File: src/rtl/debounce_sync.sv
// debounce_sync: two-flop synchronizer feeding a Moore debounce FSM.
// out_S/busy decode from state; rise/fall are registered one-cycle pulses.
module debounce_sync #(
    parameter int CNT_W         = 16,
    parameter int STABLE_CYCLES = 50000,
    parameter bit RESET_LEVEL   = 1'b0
) (
    input  logic clk,
    input  logic reset,
    input  logic in,
    output logic out_S,
    output logic rise,
    output logic fall,
    output logic busy
);

    typedef enum logic [1:0] {
        IDLE_LOW  = 2'b00,
        WAIT_HIGH = 2'b01,
        IDLE_HIGH = 2'b11,
        WAIT_LOW  = 2'b10
    } state_t;

    localparam logic [CNT_W-1:0] N_C = CNT_W'(STABLE_CYCLES);

    logic             sync1_q, sync2_q;
    state_t           state_q;
    logic [CNT_W-1:0] cnt_q;
    logic             rise_q, fall_q;

    always_ff @(posedge clk) begin
        if (reset) begin
            sync1_q <= RESET_LEVEL;
            sync2_q <= RESET_LEVEL;
            if (RESET_LEVEL) state_q <= IDLE_HIGH;
            else             state_q <= IDLE_LOW;
            cnt_q   <= '0;
            rise_q  <= 1'b0;
            fall_q  <= 1'b0;
        end else begin
            sync1_q <= in;
            sync2_q <= sync1_q;
            rise_q  <= 1'b0;
            fall_q  <= 1'b0;
            // cnt counts qualifying samples already seen; first one is taken on WAIT entry
            case (state_q)
                IDLE_LOW: begin
                    if (sync2_q) begin
                        state_q <= WAIT_HIGH;
                        cnt_q   <= CNT_W'(1);
                    end else begin
                        cnt_q   <= '0;
                    end
                end
                WAIT_HIGH: begin
                    if (!sync2_q) begin
                        state_q <= IDLE_LOW;
                        cnt_q   <= '0;
                    end else if (cnt_q == N_C) begin
                        state_q <= IDLE_HIGH;
                        cnt_q   <= '0;
                        rise_q  <= 1'b1;
                    end else begin
                        cnt_q   <= cnt_q + CNT_W'(1);
                    end
                end
                IDLE_HIGH: begin
                    if (!sync2_q) begin
                        state_q <= WAIT_LOW;
                        cnt_q   <= CNT_W'(1);
                    end else begin
                        cnt_q   <= '0;
                    end
                end
                WAIT_LOW: begin
                    if (sync2_q) begin
                        state_q <= IDLE_HIGH;
                        cnt_q   <= '0;
                    end else if (cnt_q == N_C) begin
                        state_q <= IDLE_LOW;
                        cnt_q   <= '0;
                        fall_q  <= 1'b1;
                    end else begin
                        cnt_q   <= cnt_q + CNT_W'(1);
                    end
                end
                default: begin
                    state_q <= IDLE_LOW;
                    cnt_q   <= '0;
                end
            endcase
        end
    end

    always_comb begin
        out_S = 1'b0;
        busy  = 1'b0;
        case (state_q)
            WAIT_HIGH: busy = 1'b1;
            IDLE_HIGH: out_S = 1'b1;
            WAIT_LOW: begin
                out_S = 1'b1;
                busy  = 1'b1;
            end
            default: ;
        endcase
    end

    assign rise = rise_q;
    assign fall = fall_q;

endmodule

File: config.mk
export PLATFORM = sky130hd
export DESIGN_NAME = debounce_sync
export DESIGN_NICKNAME = d
export VERILOG_FILES = /design/src/rtl/debounce_sync.sv
export SDC_FILE = /design/constraint.sdc
export NUM_CORES = 1
export LEC_CHECK = 0
export CAP_MARGIN = 20
export CORE_MARGIN = 1
export CORE_UTILIZATION = 50
export CTS_CLUSTER_SIZE = 40
export DETAILED_ROUTE_END_ITERATION = 10
export PLACE_DENSITY = 0.73
export SETUP_SLACK_MARGIN = 0.05
export SYNTH_ARGS = -nofsm -noshare
export SYNTH_HDL_FRONTEND = slang
export SYNTH_SLANG_ARGS = --single-unit
export TNS_END_PERCENT = 100
File: constraint.sdc
create_clock -name clk -period 2.9 [get_ports clk]
set_clock_uncertainty 0.05 [all_clocks]
set_input_delay 0.29 -clock clk [delete_from_list [all_inputs] [get_ports clk]]
set_output_delay 0.29 -clock clk [all_outputs]
set_load 0.01 [all_outputs]
==> results of run 1 <==
[cell usage in the layout (no fill, tap or decap)]
cell type        count
dfxtp_1             22
nor2_1              16
xnor2_1             10
inv_1                7
nor3_1               6
nand4_1              6
ha_1                 6
clkdlybuf4s50_1      6
nand2_1              5
nor4_1               4
nand3_1              4
xor2_1               4
and4bb_1             3
nor2b_1              3
a21oi_1              3
and3_1               3
clkbuf_4             3
o21ai_0              2
or2_2                1
nor3b_4              1
mux2i_1              1
a41oi_2              1
a221oi_1             1
a21o_1               1
a2111o_1             1
or4_1                1
and4_1               1
[sequential cells by signal (all words and copies together), names as in the netlist]
signal,flops
sync2_q,1
fall,1
state_q,2
cnt_q,16
sync1_q,1
rise,1
[logic make-up after synthesis]
kind of cell / synth area share (%)
xor+xnor: 11.6
simple gates: 29.2
flops: 41.8
compound gates: 6.52
mux: 0.949
buf+inv: 2.85
fa+ha+maj: 7.12
[per-stage QoR]
step                      setup WS (ps)  std cells  total power (W)  instance area, um2
final                               812        149         0.000480                1170
after global routing                708        149         0.000509                1170
after CTS                           793        149         0.000486                1170
after detailed placement           1090        146         0.000356                1140
after global placement             1170        146         0.000354                1140
after floorplan                    1270        114         0.000342                1050
[worst max path at each step]
stage,startpoint,endpoint,slack (ps)
floorplan,state_q[0],state_q[1],1270
global placement,reset,cnt_q[15],1170
detailed placement,state_q[0],state_q[1],1090
CTS,state_q[0],out_S,790
global route,state_q[0],out_S,710
finish,state_q[0],out_S,810
[power groups by stage]
stage | logic [W] | clock network [W] | registers (W)
after floorplan | 0.0000241 | 0 | 0.000318
final | 0.0000363 | 0.000132 | 0.000312
after CTS | 0.0000367 | 0.000137 | 0.000312
after global placement | 0.0000357 | 0 | 0.000319
after detailed placement | 0.0000368 | 0 | 0.000319
after global routing | 0.0000410 | 0.000155 | 0.000313
[cell type report]
class	count	area, um2
Tap cell	27	33.8
Inverter	7	26.3
Timing Repair Buffer	6	60.1
Sequential cell	22	440
Clock buffer	3	22.5
Multi-Input combinational cell	84	584
Fill cell	174	815
[metal layers]
| metal | vias to the layer above | share of wire [%] | global-route usage, % |
|---|---|---|---|
| met1 | 380 | 50 | 25.0 |
| met5 | - | 0 | 0 |
| li1 | 418 | - | - |
| met3 | 2 | 3.8 | 7.92 |
| met4 | 0 | 0.72 | 3.33 |
| met2 | 9 | 45 | 30.0 |
[worst max-delay path, cell delays in order, from the launching register on]
cell and delay (ps):
dfxtp_1 400, inv_1 80, ha_1 210, or2_2 290
clkdlybuf4s50_1 480
==> results.md, run 1 <==
- PwrDens: about 410 nW/um2
- Hold depth: 1
- CP Data Required Time: 2560 ps
- Initial antenna violation count: 0
- CTS Buffer Depth: 2
- Reg-to-Reg Start: state_q[0]
- Core Region: between 1500 and 2000 um2
- 1st-iter DRT viols: 6
- Die ar.: around 2300 um2
- Post-synth EDFFs: 0
- Clock power share: 27.4%
- H-tree depth: 1
- Max Cap Viol: 0
- Worst Path Arrival: around 1800 ps
- Layout cell share with drive strength beyond 1: under 10%
- Setup TNS: 0 ps
- Setup bufs post-CTS: 0
- Reg2Reg Depth: 6
- Net Switching: 0.000106 W
- PostCTS Resize Cnt: 0
- Mapped cell area: 1050 um2
- Mapped Cells: approximately 110
- WHS Endpoint: sync2_q
- Number of synthesis warnings: 0
- CTS clk-pin slew, worst paths: 110 ps
- Ant. Diodes: 0
- Critical setup path kind: register to output pin
- WL final: 1810 um
- Clock period minus worst slack: between 2000 and 2500 ps
- Seq pwr share: 65.0%
- Sw frac: 22.1%
- I/O pins: 7
- Register bit total from synthesis: 22
- Synthesized Nets: about 120
- Worst-Margin Slew: approximately 480 ps
- Grt ovf: 0
- Gate power share: around 7.6%
- Crit Path Max Fanout: 4
- Clock Sinks: 22
- Worst slew margin: 68.1%
- Setup crit start kind: register
- Worst Hold Class: register to register
- Vias per inst: 5.43
- Root buffer cell: clkbuf_4
- Area Overhead vs Synth: 10.7%
- Global-route wire length before repair: 3100 um
- R2r endpoint: state_q[1]
- Hold_sp: sync1_q
- Unrepaired setup endpoints after global routing: false
- Largest net degree at the start of global routing: 15
- Hold-fix buffers, CTS: 0
- CTS tree: done
- Die Y: 47.9 um
- RD Place Congestion: 0.786
- Most frequent cell after synthesis: dfxtp_1
- Final Slew Violations: 0
- Max frequency: about 480 MHz
- Final Hold Fails: 0
- Starting Density: 53.2%
- Register-to-register setup slack: around 1100 ps
- GRT Resource Usage Total: 19.2%
- DRC: 0
- Final net count: around 130
- Final Setup Violations: 0
- Post-DP HPWL: roughly 1400 um
- Yosys top cell area share: roughly two fifths
- DR WL/cell: 12.1 um
- Vias in the first global route: slightly above 700
- IO Port Bufs: 6
- Internal: approximately 0.00037 W
- P_leak: between 0.3 and 0.4 nW
- Run status: completed
- Post-synth top area cell: dfxtp_1
- Avg Cell Area, Syn: about 9.3 um2
- Hold slack: a little over 400 ps
- Die W: roughly 48 um
- CP Capture Type: output pin
- Clock Latency Late Sink: approximately 300 ps
- Peak supply drop: 0.320 mV
- Synth cell count leaders: 22 x dfxtp_1, 16 x nor2_1, 10 x xnor2_1, 7 x inv_1
- Vias: between 800 and 900
- Sequential area share after synthesis: around two fifths
- Final Cycle Share: 72.0%
- Ys flop type: dfxtp_1
- Rows: 16
- Post-DRT Antenna Nets: 0
- Async set-or-reset flop fraction in the synthesized netlist: 0%
- Pre-antenna DRT Iters: 4
- Core Util, Final: 58.9%
- Number of CTS-inserted buffers: 3
- Yosys cell types: 26
- Top post-synthesis cells by area: dfxtp_1 42%, xnor2_1 8.3%, ha_1 7.1%
(Power assumes the default switching activity.)
==> run 2, diff against run 1 <==
PLACE_DENSITY = 0.76   (was 0.73)
clock period = 1.9 ns   (was 2.9 ns; I/O delays follow)
==> run 2 against run 1 <==
Worst hold slack lost 43 ps. Sequential share of layout area shrank 0.89 points. First-iteration DRC count grew to 3.3 times the previous value. Combinational power grew 65%. Register-to-register slack lost 1000 ps. Power grew 66%. Final cell count grew 1.3%. Largest power group unchanged. Non-clock buffer count grew 1. Critical endpoint is now state_q[1]. Via count shrank 0.99%. Wire length grew 5.0%. Highest routed layer is now met3. Global-route usage shrank 0.092 points.
==> results.md, run 2 (synthesis gave the netlist of run 1 again) <==
- Run status: completed (unchanged)
- Worst slew margin: 67.8% (was 68.1%)
- Largest net degree at the start of global routing: 15 (unchanged)
- Max frequency: roughly 550 MHz
- Final net count: 134 (was 133)
- Reg2Reg Depth: 6 (unchanged)
- Area Overhead vs Synth: 14.0% (was 10.7%)
- Crit Path Max Fanout: 5 (was 4)
- Worst-Margin Slew: 482 ps (was 477 ps)
- Ant. Diodes: 0 (unchanged)
- Starting Density: 53.2% (unchanged)
- Root buffer cell: clkbuf_4 (unchanged)
- Post-DP HPWL: 1330 um (was 1350 um)
- Worst path slowest cell: or4_4 (was clkdlybuf4s50_1)
- Register with the most flip-flops: cnt_q (unchanged)
- IO Port Bufs: 6 (unchanged)
- P_leak: 0.396 nW (was 0.374 nW)
- Clock Sinks: 22 (unchanged)
- CP Capture Type: register (was output pin)
- PwrDens: 661 nW/um2 (was 411 nW/um2)
- Most frequent cells in the layout: 20 x dfxtp_1, 16 x nor2_1, 10 x xnor2_1 (was 22 x dfxtp_1, 16 x nor2_1, 10 x xnor2_1)
- Fill cells: 182 (was 174)
- Worst Hold Class: input port to register (was register to register)
- Clock Latency Late Sink: 310 ps (was 300 ps)
- Max Cap Viol: 0 (unchanged)
- Commonest non-fill, non-tap cell in the layout: dfxtp_1 (unchanged)
- Setup TNS: 0 ps (unchanged)
- DP Area: 1150 um2 (was 1140 um2)
- Pre-antenna DRT Iters: 4 (unchanged)
- Number of CTS-inserted buffers: 3 (unchanged)
- Clock period minus worst slack: between 1500 and 2000 ps
- RD Place Congestion: 0.797 (was 0.786)
- Core Region: 1980 um2 (unchanged)
- 1st-iter DRT viols: 20 (was 6)
- Grt ovf: 0 (unchanged)
- Hold depth: 2 (was 1)
- Max incr delay on CP: 560 ps (was 480 ps)
- CTS clk-pin slew, worst paths: 130 ps (was 110 ps)
- Vias in the first global route: 679 (was 709)
- Die W: 47.9 um (unchanged)
- DRC: 0 (unchanged)
- Hold-fix buffers, CTS: 0 (unchanged)
- Post-layout instance area: 1200 um2 (was 1170 um2)
- CP Data Required Time: 2090 ps (was 2560 ps)
- Final Hold Fails: 0 (unchanged)
- Final Setup Violations: 0 (unchanged)
- Max FFs per register: 16 (unchanged)
- Layout cell share with drive strength beyond 1: 11.3% (was 4.92%)
- Worst Path Arrival: 2020 ps (was 1750 ps)
- Post-DRT Antenna Nets: 0 (unchanged)
- Global-route wire length before repair: 2990 um (was 3100 um)
- CTS Buffer Depth: 2 (unchanged)
- Initial antenna violation count: 0 (unchanged)
- I/O pins: 7 (unchanged)
- Cell Chain, Critical Path: inv_1 -> ha_1 -> and4bb_1 -> a41oi_2 -> or4_4 -> a21oi_2 (was inv_1 -> ha_1 -> or2_2 -> clkdlybuf4s50_1)
- Final Slew Violations: 0 (unchanged)
- Critical setup path kind: register to register (was register to output pin)
- Peak supply drop: 0.569 mV (was 0.320 mV)
- H-tree depth: 1 (unchanged)
- Vias: 801 (was 809)
- GRT Resource Usage Total: 19.1% (was 19.2%)
- Die Y: 47.9 um (unchanged)
- CTS tree: done (unchanged)
- Largest registers: cnt_q x16, state_q x2 (unchanged)
- Final Cycle Share: 96.1%
- WL final: 1900 um (was 1810 um)
- Die ar.: 2300 um2 (unchanged)
- Vias per inst: 5.30 (was 5.43)
- DR WL/cell: 12.6 um (was 12.1 um)
- Unrepaired setup endpoints after global routing: true (was false)
- Setup crit start kind: register (unchanged)
- Rows: 16 (unchanged)
[run 2: cell types whose count changed in the layout (fill, tap and decap cells not counted), sizes merged]
cell | previous run | this run
buf | 0 | 1
clkdlybuf4s50 | 6 | 4
clkbuf | 3 | 4
dlygate4sd2 | 0 | 2
[run 2: repair_timing]
action,in CTS,in global routing
setup buffers,0,0
resized for setup,4,4
endpoints found under the setup margin,2,2
[run 2: power breakdown]
| part | total (W) | switching [W] | leakage (nW) | internal (W) |
|---|---|---|---|---|
| Combinational | 0.0000598 | 0.0000313 | 0.196 | 0.0000285 |
| Clock | 0.000258 | 0.000141 | 0.0210 | 0.000117 |
| Sequential | 0.000478 | 0.00000809 | 0.179 | 0.000470 |
| Total | 0.000795 | 0.000180 | 0.396 | 0.000615 |
[run 2: per-stage QoR]
step                      worst slack, ps  hold slack [ps]  power (W)  instances  util, %
after global routing                 21.5              370   0.000829        151     60.7
after floorplan                       270              209   0.000522        114        -
after global placement                190              367   0.000542        147     58.1
final                                74.2              363   0.000795        151     60.7
after CTS                            78.6              364   0.000794        151     60.0
after detailed placement              105              383   0.000545        147     58.1
[run 2: layout make-up]
class | count | area (um2) | area share (%)
Clock buffer | 4 | 36.3 | 3.02
Inverter | 7 | 26.3 | 2.19
Multi-Input combinational cell | 84 | 598 | 49.7
Sequential cell | 22 | 443 | 36.8
Tap cell | 27 | 33.8 | 2.81
Timing Repair Buffer | 7 | 65.1 | 5.41
[run 2: critical path, delay by kind of cell, from the launching register on]
kind,cells,cell delay [ps]
adder cells (fa/ha/maj),1,140
AND/OR/NAND/NOR,2,800
AO/OA/AOI/OAI,2,320
flip-flops,1,370
buffers and inverters,1,80
[run 2: layer usage]
metal | vias up | global-route usage [%] | wire length (um)
met1 | 367 | 25.4 | 947
li1 | 420 | - | -
met5 | - | 0 | 0
met2 | 14 | 29.2 | 871
met3 | 0 | 7.92 | 77
met4 | 0 | 3.33 | 0
[run 2: final timing paths]
check / startpoint / to / slack (ps)
setup / recovery: cnt_q[0] / state_q[1] / 70
hold reg to reg: sync1_q / sync2_q / 410
setup reg to reg: cnt_q[0] / state_q[1] / 70
hold / removal: in / sync1_q / 360
==> run 3, diff against run 2 <==
GPL_TIMING_DRIVEN = 1   (was default)
REMOVE_ABC_BUFFERS = 1   (was default)
clock period = 1.64 ns   (was 1.9 ns; I/O delays follow)
==> run 3 against run 2 <==
The run now ends with setup timing left. Critical path type unchanged. Register-to-register slack worse by 160 ps. Worst hold slack better by 5.8 ps. Sequential share of layout area down 5.6 points. Global-route usage up 1.5 points.
==> results.md, run 3 (synthesis gave the netlist of run 1 again) <==
- Clock Sinks: 22 (unchanged)
- Max incr delay on CP: 530 ps (was 560 ps)
- Seq pwr share: 61.2% (was 60.1%)
- Worst-Margin Slew: 302 ps (was 482 ps)
- Place WS: -105 ps (was 105 ps)
- FF+latch area: 448 um2 (was 443 um2)
- Unrepaired setup endpoints after global routing: true (unchanged)
- DRC: 0 (unchanged)
- Fill cells: 144 (was 182)
- Hold-fix buffers, CTS: 0 (unchanged)
- Setup crit start kind: register (unchanged)
- Starting Density: 53.2% (unchanged)
- Number of CTS-inserted buffers: 3 (unchanged)
- Critical setup path kind: register to register (unchanged)
- Rows: 16 (unchanged)
- IO Port Bufs: 6 (unchanged)
- Global-route wire length before repair: 3280 um (was 2990 um)
- CP delay by family, top: simple AND/OR/NAND/NOR gates (unchanged)
- H-tree depth: 1 (unchanged)
- Gate power share: 12.8% (was 7.5%)
- Die Y: 47.9 um (unchanged)
- Largest net degree at the start of global routing: 15 (unchanged)
- Initial antenna violation count: 0 (unchanged)
- CTS Buffer Depth: 2 (unchanged)
- CP Launch Point: cnt_q[0] (unchanged)
- Dpl cells: 166 (was 147)
- Pre-antenna DRT Iters: 4 (unchanged)
- Grt ovf: 0 (unchanged)
- Vias in the first global route: 794 (was 679)
- Worst path slowest cell: or4_1 (was or4_4)
- Largest registers: cnt_q x16, state_q x2 (unchanged)
- I/O pins: 7 (unchanged)
- Failing checks: setup timing
- Die W: 47.9 um (unchanged)
- Worst Path Arrival: 1910 ps (was 2020 ps)
- Max frequency: 578 MHz (was 548 MHz)
- Core Util, Final: 72.3% (was 60.7%)
- Net Switching: 0.000213 W (was 0.000180 W)
- Sw frac: 23.6% (was 22.7%)
- Clock Latency Late Sink: 300 ps (was 310 ps)
- Post-Layout Cell Count: 171 (was 151)
- Register with the most flip-flops: cnt_q (unchanged)
- Core Region: 1980 um2 (unchanged)
- Final Cycle Share: 106% (was 96.1%)
- DP Area: 1310 um2 (was 1150 um2)
- Setup crit end: state_q[1] (unchanged)
- Ant. Diodes: 0 (unchanged)
- Final Hold Fails: 0 (unchanged)
- WL final: 2320 um (was 1900 um)
- Setup ws final: -90.7 ps (was 74.2 ps)
- Most frequent cells in the layout: 20 x buf_4, 18 x dfxtp_1, 16 x nor2_1 (was 20 x dfxtp_1, 16 x nor2_1, 10 x xnor2_1)
- Max Cap Viol: 0 (unchanged)
- Reg-to-Reg Start: cnt_q[0] (unchanged)
- Post-DP HPWL: 1570 um (was 1330 um)
- Post-DRT Antenna Nets: 0 (unchanged)
- Clock period minus worst slack: 1730 ps (was 1830 ps)
- CTS tree: done (unchanged)
- Area Overhead vs Synth: 35.9% (was 14.0%)
- 1st-iter DRT viols: 13 (was 20)
- Vias: 922 (was 801)
- Die ar.: 2300 um2 (unchanged)
- PwrDens: 631 nW/um2 (was 661 nW/um2)
- Final Setup Violations: 1 (was 0)
- RD Place Congestion: 0.906 (was 0.797)
- Root buffer cell: clkbuf_4 (unchanged)
- DR WL/cell: 13.6 um (was 12.6 um)
- Clock power share: 26.0% (was 32.4%)
- Peak supply drop: 0.528 mV (was 0.569 mV)
- Worst slew margin: 79.7% (was 67.8%)
- Crit Path Max Fanout: 4 (was 5)
- GRT Resource Usage Total: 20.5% (was 19.1%)
- Worst Hold Class: input port to register (unchanged)
- Final Slew Violations: 0 (unchanged)
- P_leak: 0.508 nW (was 0.396 nW)
- CP Capture Type: register (unchanged)
- Cell Chain, Critical Path: inv_2 -> ha_2 -> and4bb_1 -> a41oi_2 -> or4_1 -> a21oi_1 (was inv_1 -> ha_1 -> and4bb_1 -> a41oi_2 -> or4_4 -> a21oi_2)
- Commonest non-fill, non-tap cell in the layout: buf_4 (was dfxtp_1)
- R2r endpoint: state_q[1] (unchanged)
- Critical path depth: 6 (unchanged)
- Final net count: 155 (was 134)
- Reg2Reg Depth: 6 (unchanged)
- Max FFs per register: 16 (unchanged)
- Vias per inst: 5.39 (was 5.30)
- Post-layout instance area: 1430 um2 (was 1200 um2)
- Internal: 0.000692 W (was 0.000615 W)
- Buf+Inv Stages, Crit Path: 1 (unchanged)
- Register-to-register setup slack: -90 ps (was 70 ps)
- Run status: finished, violations left (was completed)
- Layout cell share with drive strength beyond 1: 34.7% (was 11.3%)
- CTS clk-pin slew, worst paths: 110 ps (was 130 ps)
- Multi-input logic area: 666 um2 (was 598 um2)
- CP Data Required Time: 1820 ps (was 2090 ps)
==> run 3: cell count changes in the layout (fill, tap and decap cells not counted), sizes merged <==
cell         previous run  this run
buf                     1        23
dlygate4sd2             2         0
==> run 3: stage by stage <==
step	total power (W)	hold slack [ps]	setup TNS (ps)
floorplan	0.000605	183	0
finish	0.000905	369	-90.7
global placement	0.000654	379	-35.2
detailed placement	0.000658	402	-105
CTS	0.000896	358	-47.2
global route	0.000944	355	-145
==> run 3: timing repair <==
item                                    CTS  global route
resized for setup                        12            23
pin swaps                                 2             7
setup buffers                             1             2
endpoints found under the setup margin    5            18
==> run 3: layer usage <==
| metal | GRT usage [%] | wire length (um) | up-vias |
|---|---|---|---|
| met3 | 7.17 | 105 | 2 |
| li1 | - | - | 461 |
| met4 | 4.44 | 16 | 0 |
| met5 | 0 | 0 | - |
| met1 | 26.8 | 1090 | 443 |
| met2 | 32.7 | 1110 | 16 |
==> run 3: worst register-to-register path, delay by kind of cell (launching register included) <==
kind / cells / cell delay, ps
flip-flops: 1 / 340
adder cells (fa/ha/maj): 1 / 140
AND/OR/NAND/NOR: 2 / 770
buffers and inverters: 1 / 50
AO/OA/AOI/OAI: 2 / 310
==> run 3: how the worst min path moves through the flow <==
stage               startpoint          to  slack (ps)  depth (start not counted)
finish                      in     sync1_q         370                          2
global route                in     sync1_q         360                          2
CTS                         in     sync1_q         360                          2
detailed placement     sync1_q     sync2_q         400                          1
global placement       sync1_q     sync2_q         380                          1
floorplan                reset  state_q[0]         180                          1
==> run 3: final cells by class <==
cell class / count / area share, %
clock buffer: 3 / 1.57
timing repair buffer: 28 / 16.6
inverter: 7 / 1.83
tap: 27 / 2.36
multi-input combinational: 84 / 46.4
sequential: 22 / 31.2
==> run 3: power by group through the flow <==
stage	registers [W]	logic [W]	clock network (W)
final	0.000554	0.000116	0.000235
after CTS	0.000551	0.0000968	0.000248
after global placement	0.000561	0.0000930	0
after floorplan	0.000562	0.0000426	0
after detailed placement	0.000562	0.0000959	0
after global routing	0.000556	0.000126	0.000261
